--- src/rtl/bot_info_latch_if.sv ---
// Rojobot/processor handshake bundle for the bot info latch.
// The latch takes the slave side; the stimulus/processor side is master.
interface bot_info_latch_if #(
  parameter int OVR_W = 8
);
  logic             upd_sysregs;
  logic [31:0]      bot_info_in;
  logic             int_ack;
  logic [31:0]      bot_info_out;
  logic             bot_update_sync;
  logic [OVR_W-1:0] overrun_cnt;
  logic [15:0]      update_cnt;
  logic             bot_stale;

  modport master (
    output upd_sysregs, bot_info_in, int_ack,
    input  bot_info_out, bot_update_sync,
    input  overrun_cnt, update_cnt, bot_stale
  );

  modport slave (
    input  upd_sysregs, bot_info_in, int_ack,
    output bot_info_out, bot_update_sync,
    output overrun_cnt, update_cnt, bot_stale
  );
endinterface

--- src/rtl/bot_info_latch.sv ---
// Latches rojobot status on update edges and holds an update-pending
// flag until the processor acknowledges; tracks overruns and staleness.
module bot_info_latch #(
  parameter int STALE_CYCLES = 5000000,
  parameter int OVR_W        = 8
) (
  input logic             clk,
  input logic             reset,
  bot_info_latch_if.slave bus
);
  localparam int SW = (STALE_CYCLES < 1) ? 1 : $clog2(STALE_CYCLES + 1);
  localparam logic [SW-1:0]    STALE_MAX = SW'(STALE_CYCLES);
  localparam logic [OVR_W-1:0] OVR_MAX   = '1;

  typedef enum logic {
    IDLE,
    PENDING
  } state_t;

  state_t           state_q;
  state_t           state_d;
  logic             upd_q;
  logic             ack_q;
  logic             upd_ev;
  logic             ack_ev;
  logic             ovr_inc;
  logic             sync_q;
  logic [31:0]      info_q;
  logic [OVR_W-1:0] ovr_q;
  logic [15:0]      ucnt_q;
  logic [SW-1:0]    stale_q;

  assign upd_ev = bus.upd_sysregs & ~upd_q;
  assign ack_ev = bus.int_ack & ~ack_q;

  // An update always wins over a same-cycle ack.
  always_comb begin
    state_d = state_q;
    ovr_inc = 1'b0;
    unique case (state_q)
      IDLE: begin
        if (upd_ev) state_d = PENDING;
      end
      PENDING: begin
        if (upd_ev) ovr_inc = ~ack_ev;
        else if (ack_ev) state_d = IDLE;
      end
    endcase
  end

  always_ff @(posedge clk or posedge reset) begin
    if (reset) begin
      state_q <= IDLE;
      upd_q   <= 1'b0;
      ack_q   <= 1'b0;
      sync_q  <= 1'b0;
      info_q  <= '0;
      ovr_q   <= '0;
      ucnt_q  <= '0;
      stale_q <= '0;
    end else begin
      state_q <= state_d;
      upd_q   <= bus.upd_sysregs;
      ack_q   <= bus.int_ack;
      sync_q  <= (state_d == PENDING);
      if (upd_ev) begin
        info_q <= bus.bot_info_in;
        ucnt_q <= ucnt_q + 16'd1;
      end
      if (ovr_inc && ovr_q != OVR_MAX)
        ovr_q <= ovr_q + OVR_W'(1);
      if (upd_ev)
        stale_q <= '0;
      else if (stale_q != STALE_MAX)
        stale_q <= stale_q + SW'(1);
    end
  end

  assign bus.bot_info_out    = info_q;
  assign bus.bot_update_sync = sync_q;
  assign bus.overrun_cnt     = ovr_q;
  assign bus.update_cnt      = ucnt_q;
  assign bus.bot_stale       = (stale_q == STALE_MAX);
endmodule

--- src/flat_wrapper.sv ---
// flat-port wrapper written by rule: the top's interface ports become plain ports
module bot_info_latch_flat 
#(
  parameter int STALE_CYCLES = 5000000,
  parameter int OVR_W        = 8
)
  (clk, reset, bus_upd_sysregs, bus_bot_info_in, bus_int_ack, bus_bot_info_out, bus_bot_update_sync, bus_overrun_cnt, bus_update_cnt, bus_bot_stale);
  bot_info_latch_if #(.OVR_W(OVR_W)) bus_i ();
  input logic clk;
  input logic reset;
  input wire logic [$bits(bus_i.upd_sysregs)-1:0] bus_upd_sysregs;
  input wire logic [$bits(bus_i.bot_info_in)-1:0] bus_bot_info_in;
  input wire logic [$bits(bus_i.int_ack)-1:0] bus_int_ack;
  output wire logic [$bits(bus_i.bot_info_out)-1:0] bus_bot_info_out;
  output wire logic [$bits(bus_i.bot_update_sync)-1:0] bus_bot_update_sync;
  output wire logic [$bits(bus_i.overrun_cnt)-1:0] bus_overrun_cnt;
  output wire logic [$bits(bus_i.update_cnt)-1:0] bus_update_cnt;
  output wire logic [$bits(bus_i.bot_stale)-1:0] bus_bot_stale;
  assign bus_i.upd_sysregs = bus_upd_sysregs;
  assign bus_i.bot_info_in = bus_bot_info_in;
  assign bus_i.int_ack = bus_int_ack;
  assign bus_bot_info_out = bus_i.bot_info_out;
  assign bus_bot_update_sync = bus_i.bot_update_sync;
  assign bus_overrun_cnt = bus_i.overrun_cnt;
  assign bus_update_cnt = bus_i.update_cnt;
  assign bus_bot_stale = bus_i.bot_stale;
  bot_info_latch #(.STALE_CYCLES(STALE_CYCLES), .OVR_W(OVR_W)) u_core (.clk(clk), .reset(reset), .bus(bus_i));
endmodule
--- config.mk ---
export PLATFORM = sky130hd
export DESIGN_NAME = bot_info_latch_flat
export DESIGN_NICKNAME = d
export VERILOG_FILES = /design/src/rtl/bot_info_latch_if.sv /design/src/rtl/bot_info_latch.sv /design/src/flat_wrapper.sv
export SDC_FILE = /design/constraint.sdc
export NUM_CORES = 1
export LEC_CHECK = 0
export ABC_AREA = 1
export CAP_MARGIN = 15
export CORE_ASPECT_RATIO = 0.6
export CORE_MARGIN = 2
export CORE_UTILIZATION = 50
export DETAILED_ROUTE_END_ITERATION = 12
export PLACE_DENSITY = 0.92
export SLEW_MARGIN = 10
export SYNTH_ARGS = -nofsm -noshare
export SYNTH_HDL_FRONTEND = slang
export SYNTH_SLANG_ARGS = --single-unit
--- constraint.sdc ---
create_clock -name clk -period 3.26 [get_ports clk]
set_input_delay 0.489 -clock clk [delete_from_list [all_inputs] [get_ports clk]]
set_output_delay 0.489 -clock clk [all_outputs]
set_load 0.01 [all_outputs]
-- Word-level counts from Yosys, hierarchy flattened
Cells that the tools add are included.
- register bits: 82
- input port bits: 36
- logic and storage cells: 29
- add/subtract/negate cells: 3
- equal/unequal tests: 3
- multiplexer cells: 8
- bitwise operators: 6
- reduce and logical (&&, ||, !) cells: 2
- operators by type and width (cell ; number):
    two-way mux 23 bit ; 2
    adder 23 x 1 -> 23 bit, second input constant ; 1
    == test 23 bit, second input constant ; 1
    != test 23 bit, second input constant ; 1
    adder 16 x 1 -> 16 bit, second input constant ; 1
    adder 8 x 1 -> 8 bit, second input constant ; 1
    != test 8 bit, second input constant ; 1
    two-way mux 1 bit ; 5
    inverter 1 bit ; 4
    AND 1 bit ; 2
    one-hot mux 1 bit (2 select lines) ; 1
    nonzero test 2 bit ; 1
    logical AND 1 bit ; 1

-- Logic depth before layout (Yosys ltp)
Gate-level depths: netlist of the first run.
- depth after elaboration: 6
- gate-level depth with buffers: 9
- mapped depth without buffers: 9

-- Least setup slack after synthesis of the first run
No wires, ideal clock.
- kind: register to output
- start point: register u_core.stale_q[0]
- end point: output bus_bot_stale
- arrival time: 1213 ps
- required time: 2771 ps
- setup slack: 1558 ps
- cell stages (with the launch flop): 7
- buffers on the path: 0
- cell sequence: dfrtp_1 -> inv_1 -> ha_1 -> inv_1 -> nor4_1 -> nand3_1 -> nor2_1
- word-level cells in the longest chain between the ends: 1
- RTL lines (element ; RTL line ; text):
    from (decl) ; bot_info_latch.sv:31 ; logic [SW-1:0] stale_q;
    from (signal assigned) ; bot_info_latch.sv:75 ; stale_q <= stale_q + SW'(1);
    == test 23 bit ; bot_info_latch.sv:83 ; assign bus.bot_stale = (stale_q == STALE_MAX);
    to (decl) ; flat_wrapper.sv:18 ; output wire logic [$bits(bus_i.bot_stale)-1:0] bus_bot_stale;
Every way passes these cells.

-- Worst setup path in the final report of the first run
Ends and elaborated chain as after synthesis.

==> run metrics, run 1 <==
Core ar.=7757 um^2; filler instances=about 630; final cycle utilization of the critical path=around 82%; most common cell in the synthesized netlist=nand2_1; Die ar.=just under 9000 um^2; Residual DRC=0; synth warn=0; Worst Skew=9.838 ps; Top Ports=94; # diodes=0; first-pass GRT wire length=around 17 mm; via-per-instance ratio=~5; top-area cell type share of the netlist area=51.93%; largest net degree at the start of global routing=53; Slew headroom=between 40% and 50%; fin. max-slew vios=0; Synth Instances=501; Final min period=roughly 2700 ps; clk slew on worst S/H paths=60 ps; vias=approximately 3700; Post-synth EDFFs=0; Max Cap Viol=0; Post-CTS Setup Inserts=0; Worst setup SP type=flop; Yosys reg bits=82; final setup TNS=0 ps; post-synthesis net count=541; layout cells sized above 1=under 10%; P&R area growth vs syn=34.42%; H-tree levels=3; GRT overflow=0; mean post-synth cell area=about 7.9 um^2; chip width=about 120 um; Detailed Route Iter0 Violations=roughly 350; die height=~73 um; IR drop worst, VDD=0.3574 mV; Fmax achieved=between 300 and 400 MHz; Total Nets Final=640; synth top area cells=dfrtp_1 (52%), nand2_1 (19%), nor2_1 (6.1%), xor2_1 (4.2%), inv_1 (4.0%); Worst-Skew Late Latency=340 ps; CP cell instances=inv_1, ha_1, inv_1, nor4_1, nand3_1, nor2_1, clkdlybuf4s50_1; Critical Path AT=2180 ps; Num CTS Buffers=9; root buf cell=clkbuf_16; count of cell types in the netlist=26; Post-synth ARST share=100.0%; # setup viols final=0; largest delay contributor family on the critical path=buffers and inverters; predominant post-synthesis flop cell=dfrtp_1; CP peak stage delay=around 540 ps; hold_buf cts=0; Port Buffers=93; Starting Density=around half; top post-synthesis cells by count=nand2_1 (205), dfrtp_1 (82), nor2_1 (64); critical path class=reg2out; Final ANT Viol Nets=0; CP Capture Type=output pin; drt total wl=around 10 mm; GRT Total Usage=25.38%; Post-Synthesis Cell Area=~4000 um^2; initial antenna violation count=0; Slew @ Worst Pin=between 800 and 900 ps; leading area contributor after synthesis=dfrtp_1; RSZ-0062 raised after global routing=false; most used cell, CP=inv_1; vias in the first global route=about 3500; cts repair resizes=0; DR WL/cell=between 10 and 15 um; Rows=25; status=completed; clk sink count=between 80 and 90; worst min path class=reg2reg; final hold viol count=0; placed wire-length estimate=approximately 8 mm; first drt pass iteration count=5; Max FO, Critical Path=6; P_leak=~0.0025 uW; Buf/Inv on CP=3; worst-case clock buffer depth=2; CTS tree=done; Critical Path RT=between 2000 and 3000 ps; filler-free cell count of the finished design=between 700 and 800; PwrDens=roughly 560 nW/um^2; slowest CP cell=clkdlybuf4s50_1; sequential fraction of the synthesis area=51.93%; Placed Cells=roughly 700; GP Congestion=roughly 0.94
==> final timing paths <==
check,slack [ps],endpoint,startpoint,depth (start not counted)
max in group asynchronous,1900,u_core.stale_q[17],reset,3
min in group asynchronous,620,u_core.bus.bot_info_out[7],reset,2
min,480,u_core.bus.bot_info_out[20],u_core.bus.bot_info_out[20],2
max,590,bus_bot_stale,u_core.stale_q[0],7
min reg2reg,480,u_core.bus.bot_info_out[20],u_core.bus.bot_info_out[20],2
max reg2reg,1450,u_core.stale_q[16],u_core.stale_q[1],7
==> layout make-up <==
type                    count  area (um^2)  area share (%)
clock inverters             2        35.03          0.6596
well taps                 108        135.1           2.544
multi-input cells         366         1694           31.90
inverters                  43        162.7           3.062
repair buffers             98        968.4           18.23
clock buffers              14        264.0           4.971
flip-flops and latches     82         2052           38.63
==> layer usage <==
layer  GRT usage, %  up-vias  share of wire [%]  wire length [um]
met5              0        -                  0                 0
met4          8.069        0                1.4               143
met3          8.594       17                 10              1077
met2          37.55      173                 43              4495
met1          35.55     1734                 46              4774
li1               -     1731                  -                 -
==> cells by family (layout without fill, tap and decap cells) <==
kind of cell	count (synthesis)	after routing	synth area share, %
xor gates and xnor gates	26	26	5.763
AOI/OAI and AO/OA	18	18	2.660
buffers and inverters	53	157	5.383
DFF	82	82	51.93
and+or+nand+nor	318	318	33.00
adders and majority gates	4	4	1.267
==> worst min-delay path: stages (launching register included) <==
cell	delay (ps)
dfrtp_1	340
nand2_1	50
nand2_1	50
==> cells in the final DEF (no fill, tap or decap), drive strengths merged <==
master           n
a21oi            7
and2             1
buf              5
bufinv           1
clkbuf          14
clkdlybuf4s50   93
clkinv           2
dfrtp           82
ha               4
inv             42
nand2          209
nand3           22
nand3b           1
nand4            7
nor2            71
nor3             5
nor4             1
o21ai           11
or3              1
xnor2            7
xor2            19
==> registers in the layout, summed over array words and instances (netlist names) <==
| name | flops |
|---|---|
| u_core.state_q | 1 |
| u_core.bus.update_cnt | 16 |
| u_core.bus.bot_info_out | 32 |
| u_core.upd_q | 1 |
| u_core.stale_q | 23 |
| u_core.ack_q | 1 |
| u_core.bus.overrun_cnt | 8 |
==> report_power, final <==
part	switching, uW	internal [uW]
clock network	392	635
logic	296	331
registers	155	1150
==> stage by stage <==
stage	hold slack (ps)	setup WS (ps)	instance area, um^2	power, uW	utilization [%]
floorplan	475.2	662.6	3951	1569	-
global placement	461.6	1020	5012	1897	64.61
detailed placement	464.3	887.0	5012	1932	64.61
CTS	480.2	596.1	5311	2974	68.47
global route	498.7	445.2	5311	3094	68.47
finish	479.2	594.0	5311	2956	68.47
No activity file was read; power rests on OpenSTA's default activity.
==> inputs of run 2 (changes only) <==
==> constraint.sdc (replaced) <==
create_clock -name clk -period 2.55 [get_ports clk]
set_input_delay 0.3825 -clock clk [delete_from_list [all_inputs] [get_ports clk]]
set_output_delay 0.3825 -clock clk [all_outputs]
set_load 0.01 [all_outputs]
==> run metrics, run 2 (synthesis gave the netlist of run 1 again) <==
status=completed; Starting Density=50.94% (unchanged); worst r2r src=u_core.stale_q[1]; vias in the first global route=3321 (-4.9%); CP cell instances=inv_2, ha_1, inv_1, nor4_1, nand3_1, nor2_1, clkdlybuf4s50_1; Rows=25 (unchanged); # setup viols final=0 (unchanged); Post-CTS Setup Inserts=0 (unchanged); R2R setup slack=730 ps (-720 ps); most frequent cells in the layout=nand2_1 (205), clkdlybuf4s50_1 (93), dfrtp_1 (81); r2r worst-path depth=7 (unchanged); vias=3510 (-4.0%); H-tree levels=3 (unchanged); CP peak stage delay=530 ps (about the same); P_leak=0.002478 uW (+0.28%); chip width=118.8 um (unchanged); root buf cell=clkbuf_16; largest net degree at the start of global routing=46 (-13%); via-per-instance ratio=4.923 (-4.0%); # diodes=0 (unchanged); Worst-Skew Late Latency=330 ps (about the same); WL met2=4.429 mm (-1.5%); top sig layer=met4; Fmax achieved=409.4 MHz; Max Cap Viol=0 (unchanged); IR drop worst, VDD=0.4327 mV (+21%); Final ANT Viol Nets=0 (unchanged); layout cells sized above 1=5.950% (+0.17 points); die height=72.86 um (unchanged); most common cell after layout, fill and taps aside=nand2_1; CP Capture Type=output pin; filler-free cell count of the finished design=713 (unchanged); worst min path class=in2async; Worst setup SP type=flop; Top Ports=94 (unchanged); Die ar.=8653 um^2 (unchanged); filler instances=654 (+4.0%); final cycle utilization of the critical path=95.79%; Critical Path RT=2170 ps (-600 ps); max reg flops=32 (unchanged); met3 WL=753 um (-30%); slowest CP cell=clkdlybuf4s50_1; GRT Total Usage=23.93% (-1.5 points); GRT overflow=0 (unchanged); first drt pass iteration count=5 (unchanged); fin. max-slew vios=0 (unchanged); Placed Cells=697 (unchanged); P&R area growth vs syn=35.15%; cts repair resizes=0 (unchanged); Critical Path AT=2060 ps (-120 ps); first-pass GRT wire length=16.13 mm (-4.8%); Met1 Wirelength=4.660 mm (-2.4%); worst setup path end=bus_bot_stale; initial antenna violation count=0 (unchanged); clk slew on worst S/H paths=60 ps (about the same); Slew headroom=60.64% (+19 points); Total Nets Final=640 (unchanged); placed wire-length estimate=7.381 mm (-5.4%); Detailed Route Iter0 Violations=278 (-19%); Port Buffers=93 (unchanged); PwrDens=714.4 nW/um^2 (+28%); hold_buf cts=0 (unchanged); critical path class=reg2out; Final min period=~2400 ps; CP Launch Point=u_core.stale_q[0]; drt total wl=9.905 mm (-5.6%); final hold viol count=0 (unchanged); Worst Skew=4.069 ps (-5.769 ps); Core ar.=7757 um^2 (unchanged); worst-case clock buffer depth=2 (unchanged); clk sink count=82 (unchanged); RR Endpoint=u_core.stale_q[16]; CTS tree=done; Num CTS Buffers=9 (unchanged); Max FO, Critical Path=6 (unchanged); Residual DRC=0 (unchanged); Slew @ Worst Pin=589.6 ps (-282.6 ps); DR WL/cell=13.89 um (-5.6%); RSZ-0062 raised after global routing=false; GP Congestion=0.9433 (+0.16%); final setup TNS=0 ps (unchanged)
[run 2: power by group]
part           switching, uW  total (uW)  internal, uW
Combinational            373         797           424
Clock                    476        1360           886
Sequential               189        1660          1470
[run 2: worst min path at each step]
stage	cells past startpoint	to	startpoint
2_1_floorplan	0	u_core.ack_q	bus_int_ack
3_3_place_gp	2	u_core.bus.bot_info_out[12]	u_core.bus.bot_info_out[12]
3_5_place_dp	2	u_core.bus.bot_info_out[13]	u_core.bus.bot_info_out[13]
4_1_cts	2	u_core.stale_q[20]	reset
5_1_grt	2	u_core.bus.bot_info_out[0]	reset
6_report	2	u_core.stale_q[20]	reset
[run 2: critical path, delay by kind of cell (launching register included)]
| family | cells | cell delay (ps) |
|---|---|---|
| buf+inv | 3 | 700 |
| fa+ha+maj | 1 | 150 |
| flops | 1 | 440 |
| simple gates | 3 | 420 |
[run 2: final cells by class]
cell class,count,area [um^2],share of cell area (%)
Timing Repair Buffer,98,980.9,18.37
Clock inverter,2,60.06,1.125
Sequential cell,82,2053,38.45
Multi-Input combinational cell,366,1694,31.72
Clock buffer,14,254.0,4.756
Inverter,43,162.7,3.046
Tap cell,108,135.1,2.530
[run 2: per-stage QoR]
stage	hold WS [ps]	setup slack, ps	area (um^2)	total power [uW]	utilization (%)
3_3_place_gp	462.1	453.5	5025	2425	64.77
3_5_place_dp	464.2	398.9	5025	2467	64.77
2_1_floorplan	413.9	59.06	3951	2006	-
5_1_grt	476.7	4.691	5340	4017	68.84
4_1_cts	443.8	33.67	5339	3844	68.82
6_report	433.0	107.3	5340	3815	68.84
[run 2: metal layers]
metal | track usage, % | up-vias
li1 | - | 1736
met1 | 33.95 | 1644
met2 | 36.65 | 123
met3 | 6.953 | 7
met4 | 5.952 | 0
met5 | 0 | -
==> inputs of run 3 (changes only) <==
--- a/config.mk
+++ b/config.mk
@@ -12,6 +12,7 @@
 export CORE_UTILIZATION = 50
 export DETAILED_ROUTE_END_ITERATION = 12
 export PLACE_DENSITY = 0.92
+export SETUP_SLACK_MARGIN = 0.5
 export SLEW_MARGIN = 10
 export SYNTH_ARGS = -nofsm -noshare
 export SYNTH_HDL_FRONTEND = slang
==> constraint.sdc (replaced) <==
create_clock -name clk -period 2.55 [get_ports clk]
set_input_delay 0.3825 -clock clk [delete_from_list [all_inputs] [get_ports clk]]
set_output_delay 0.3825 -clock clk [all_outputs]
set_load 0.1 [all_outputs]
==> run metrics, run 3 (synthesis gave the netlist of run 1 again) <==
worst-case clock buffer depth=2 (unchanged); Rows=25 (unchanged); Slew headroom=60.41% (-0.24 points); chip width=118.8 um (unchanged); cell area after layout=5231 um^2 (-2.0%); Starting Density=50.94% (unchanged); Port Buffers=93 (unchanged); die height=72.86 um (unchanged); largest net degree at the start of global routing=29 (-37%); PwrDens=879.6 nW/um^2 (+23%); Slew @ Worst Pin=592.6 ps (+3.000 ps); root buf cell=clkbuf_16; drt total wl=10.02 mm (+1.2%); GP Congestion=0.9206 (-2.4%); vias in the first global route=3467 (+4.4%); Worst-Skew Late Latency=340 ps (about the same); Net Sw Frac=44.96% (+18 points); Core ar.=7757 um^2 (unchanged); CP Capture Type=output pin; P&R area growth vs syn=32.39%; CP Launch Point=u_core.stale_q[14]; Die ar.=8653 um^2 (unchanged); clk sink count=82 (unchanged); worst min path class=in2async; Detailed Route Iter0 Violations=356 (+28%); WHS=446.1 ps (+13.13 ps); initial antenna violation count=0 (unchanged); Max FO, Critical Path=5 (-1); Final min period=1999 ps (-443.8 ps); first drt pass iteration count=5 (unchanged); final setup TNS=0 ps (unchanged); area after detailed placement=4921 um^2 (-2.1%); # diodes=0 (unchanged); fin. max-slew vios=0 (unchanged); max reg flops=32 (unchanged); Fmax achieved=500.3 MHz (+22%); worst r2r src=u_core.stale_q[0]; Final ANT Viol Nets=0 (unchanged); most common cell after layout, fill and taps aside=nand2_1; placed wire-length estimate=7.458 mm (+1.0%); DR WL/cell=13.94 um (+0.34%); Flop pwr share=36.0% (-7.4 points); layout cells sized above 1=17.35% (+11 points); Pint=2533 uW (-8.8%); Comb power frac=38.1% (+17 points); GRT Total Usage=24.19% (+0.26 points); GRT overflow=0 (unchanged); via-per-instance ratio=5.053 (+2.6%); vias=3633 (+3.5%); filler instances=636 (-2.8%); P_leak=0.002566 uW (+3.5%); Critical Path RT=2170 ps (about the same); most frequent cells in the layout=nand2_1 (204), dfrtp_1 (81), buf_4 (68); Top Ports=94 (unchanged); hold_buf cts=0 (unchanged); H-tree levels=3 (unchanged); first-pass GRT wire length=16.30 mm (+1.1%); IR drop worst, VDD=1.001 mV (+130%); Total Nets Final=647 (+1.1%); Final Power=4602 uW (+21%); r2r worst-path depth=8 (+1); # setup viols final=0 (unchanged); status=completed; Worst setup SP type=flop; clk slew on worst S/H paths=60 ps (about the same); Worst Skew=7.792 ps (+3.724 ps); final hold viol count=0 (unchanged); clock network power share=25.9% (-9.8 points); final cycle utilization of the critical path=78.39% (-17 points); Sw Pwr=2069 uW (+99%); Max Cap Viol=0 (unchanged); Num CTS Buffers=9 (unchanged); RSZ-0062 raised after global routing=false; Critical Path AT=1620 ps (-440 ps); CTS tree=done; Residual DRC=0 (unchanged); critical path class=reg2out
==> run 3: changes by cell type in the layout (fill, tap and decap cells not counted) <==
cell / before / now
buf_4: 4 / 68
nor4_2: 0 / 1
nand2_1: 205 / 204
nand2_2: 4 / 5
nor4_1: 1 / 0
nor2_1: 63 / 62
clkbuf_1: 4 / 1
bufinv_16: 2 / 0
nor2_2: 4 / 5
clkinvlp_4: 0 / 3
clkinv_4: 0 / 1
buf_12: 1 / 2
clkdlybuf4s50_1: 93 / 35
==> run 3: power by group through the flow <==
stage,Clock (uW),Sequential [uW],Combinational [uW]
2_1_floorplan,0,2660,312
3_3_place_gp,0,1670,1700
3_5_place_dp,0,1670,1730
4_1_cts,1210,1650,1760
5_1_grt,1270,1680,1830
6_report,1190,1660,1750
==> run 3: repair_timing <==
action | 4_1_cts | 5_1_grt
resized for setup | 2 | 1
pin swaps | 1 | 3
hold endpoints to repair | 0 | 0
setup buffers | 3 | 1
setup endpoints to repair | 1 | 1
==> run 3: layout make-up <==
| class | instances | area, um^2 | share of cell area, % |
|---|---|---|---|
| clock buffers | 11 | 242.7 | 4.640 |
| multi-input cells | 366 | 1705 | 32.60 |
| inverters | 43 | 165.2 | 3.157 |
| clock inverters | 4 | 28.78 | 0.5501 |
| well taps | 108 | 135.1 | 2.583 |
| flip-flops and latches | 82 | 2053 | 39.25 |
| repair buffers | 105 | 900.9 | 17.22 |
==> run 3: layer usage <==
metal  up-vias  GRT usage (%)  share of wire (%)
met5         -              0                  0
met4         0          8.069                1.7
met3        23          7.813                8.5
met2       162          36.85                 45
met1      1703          33.16                 45
li1       1745              -                  -
==> run 3: path summary, 6_finish.rpt <==
path	end	slack, ps
worst max-delay path	bus_bot_stale	550
worst min-delay path	u_core.bus.bot_info_out[8]	450
max in group asynchronous	u_core.bus.update_cnt[13]	1390
worst min register to register	u_core.bus.bot_info_out[23]	480
min in group clk	u_core.bus.bot_info_out[23]	480
worst max register to register	u_core.stale_q[16]	830
==> run 3: worst max-delay path, stage by stage, from the launching register on <==
cell,delay (ps)
dfrtp_1,460
nand2_1,100
or3_1,370
nor2_2,160
buf_12,190
==> run 3: through the flow <==
step | worst slack [ps] | std cells | utilization, %
after floorplan | 307.2 | 501 | -
after global placement | 643.9 | 700 | 63.44
after detailed placement | 554.7 | 700 | 63.44
after CTS | 527.3 | 718 | 67.31
after global routing | 503.5 | 719 | 67.44
final | 551.1 | 719 | 67.44
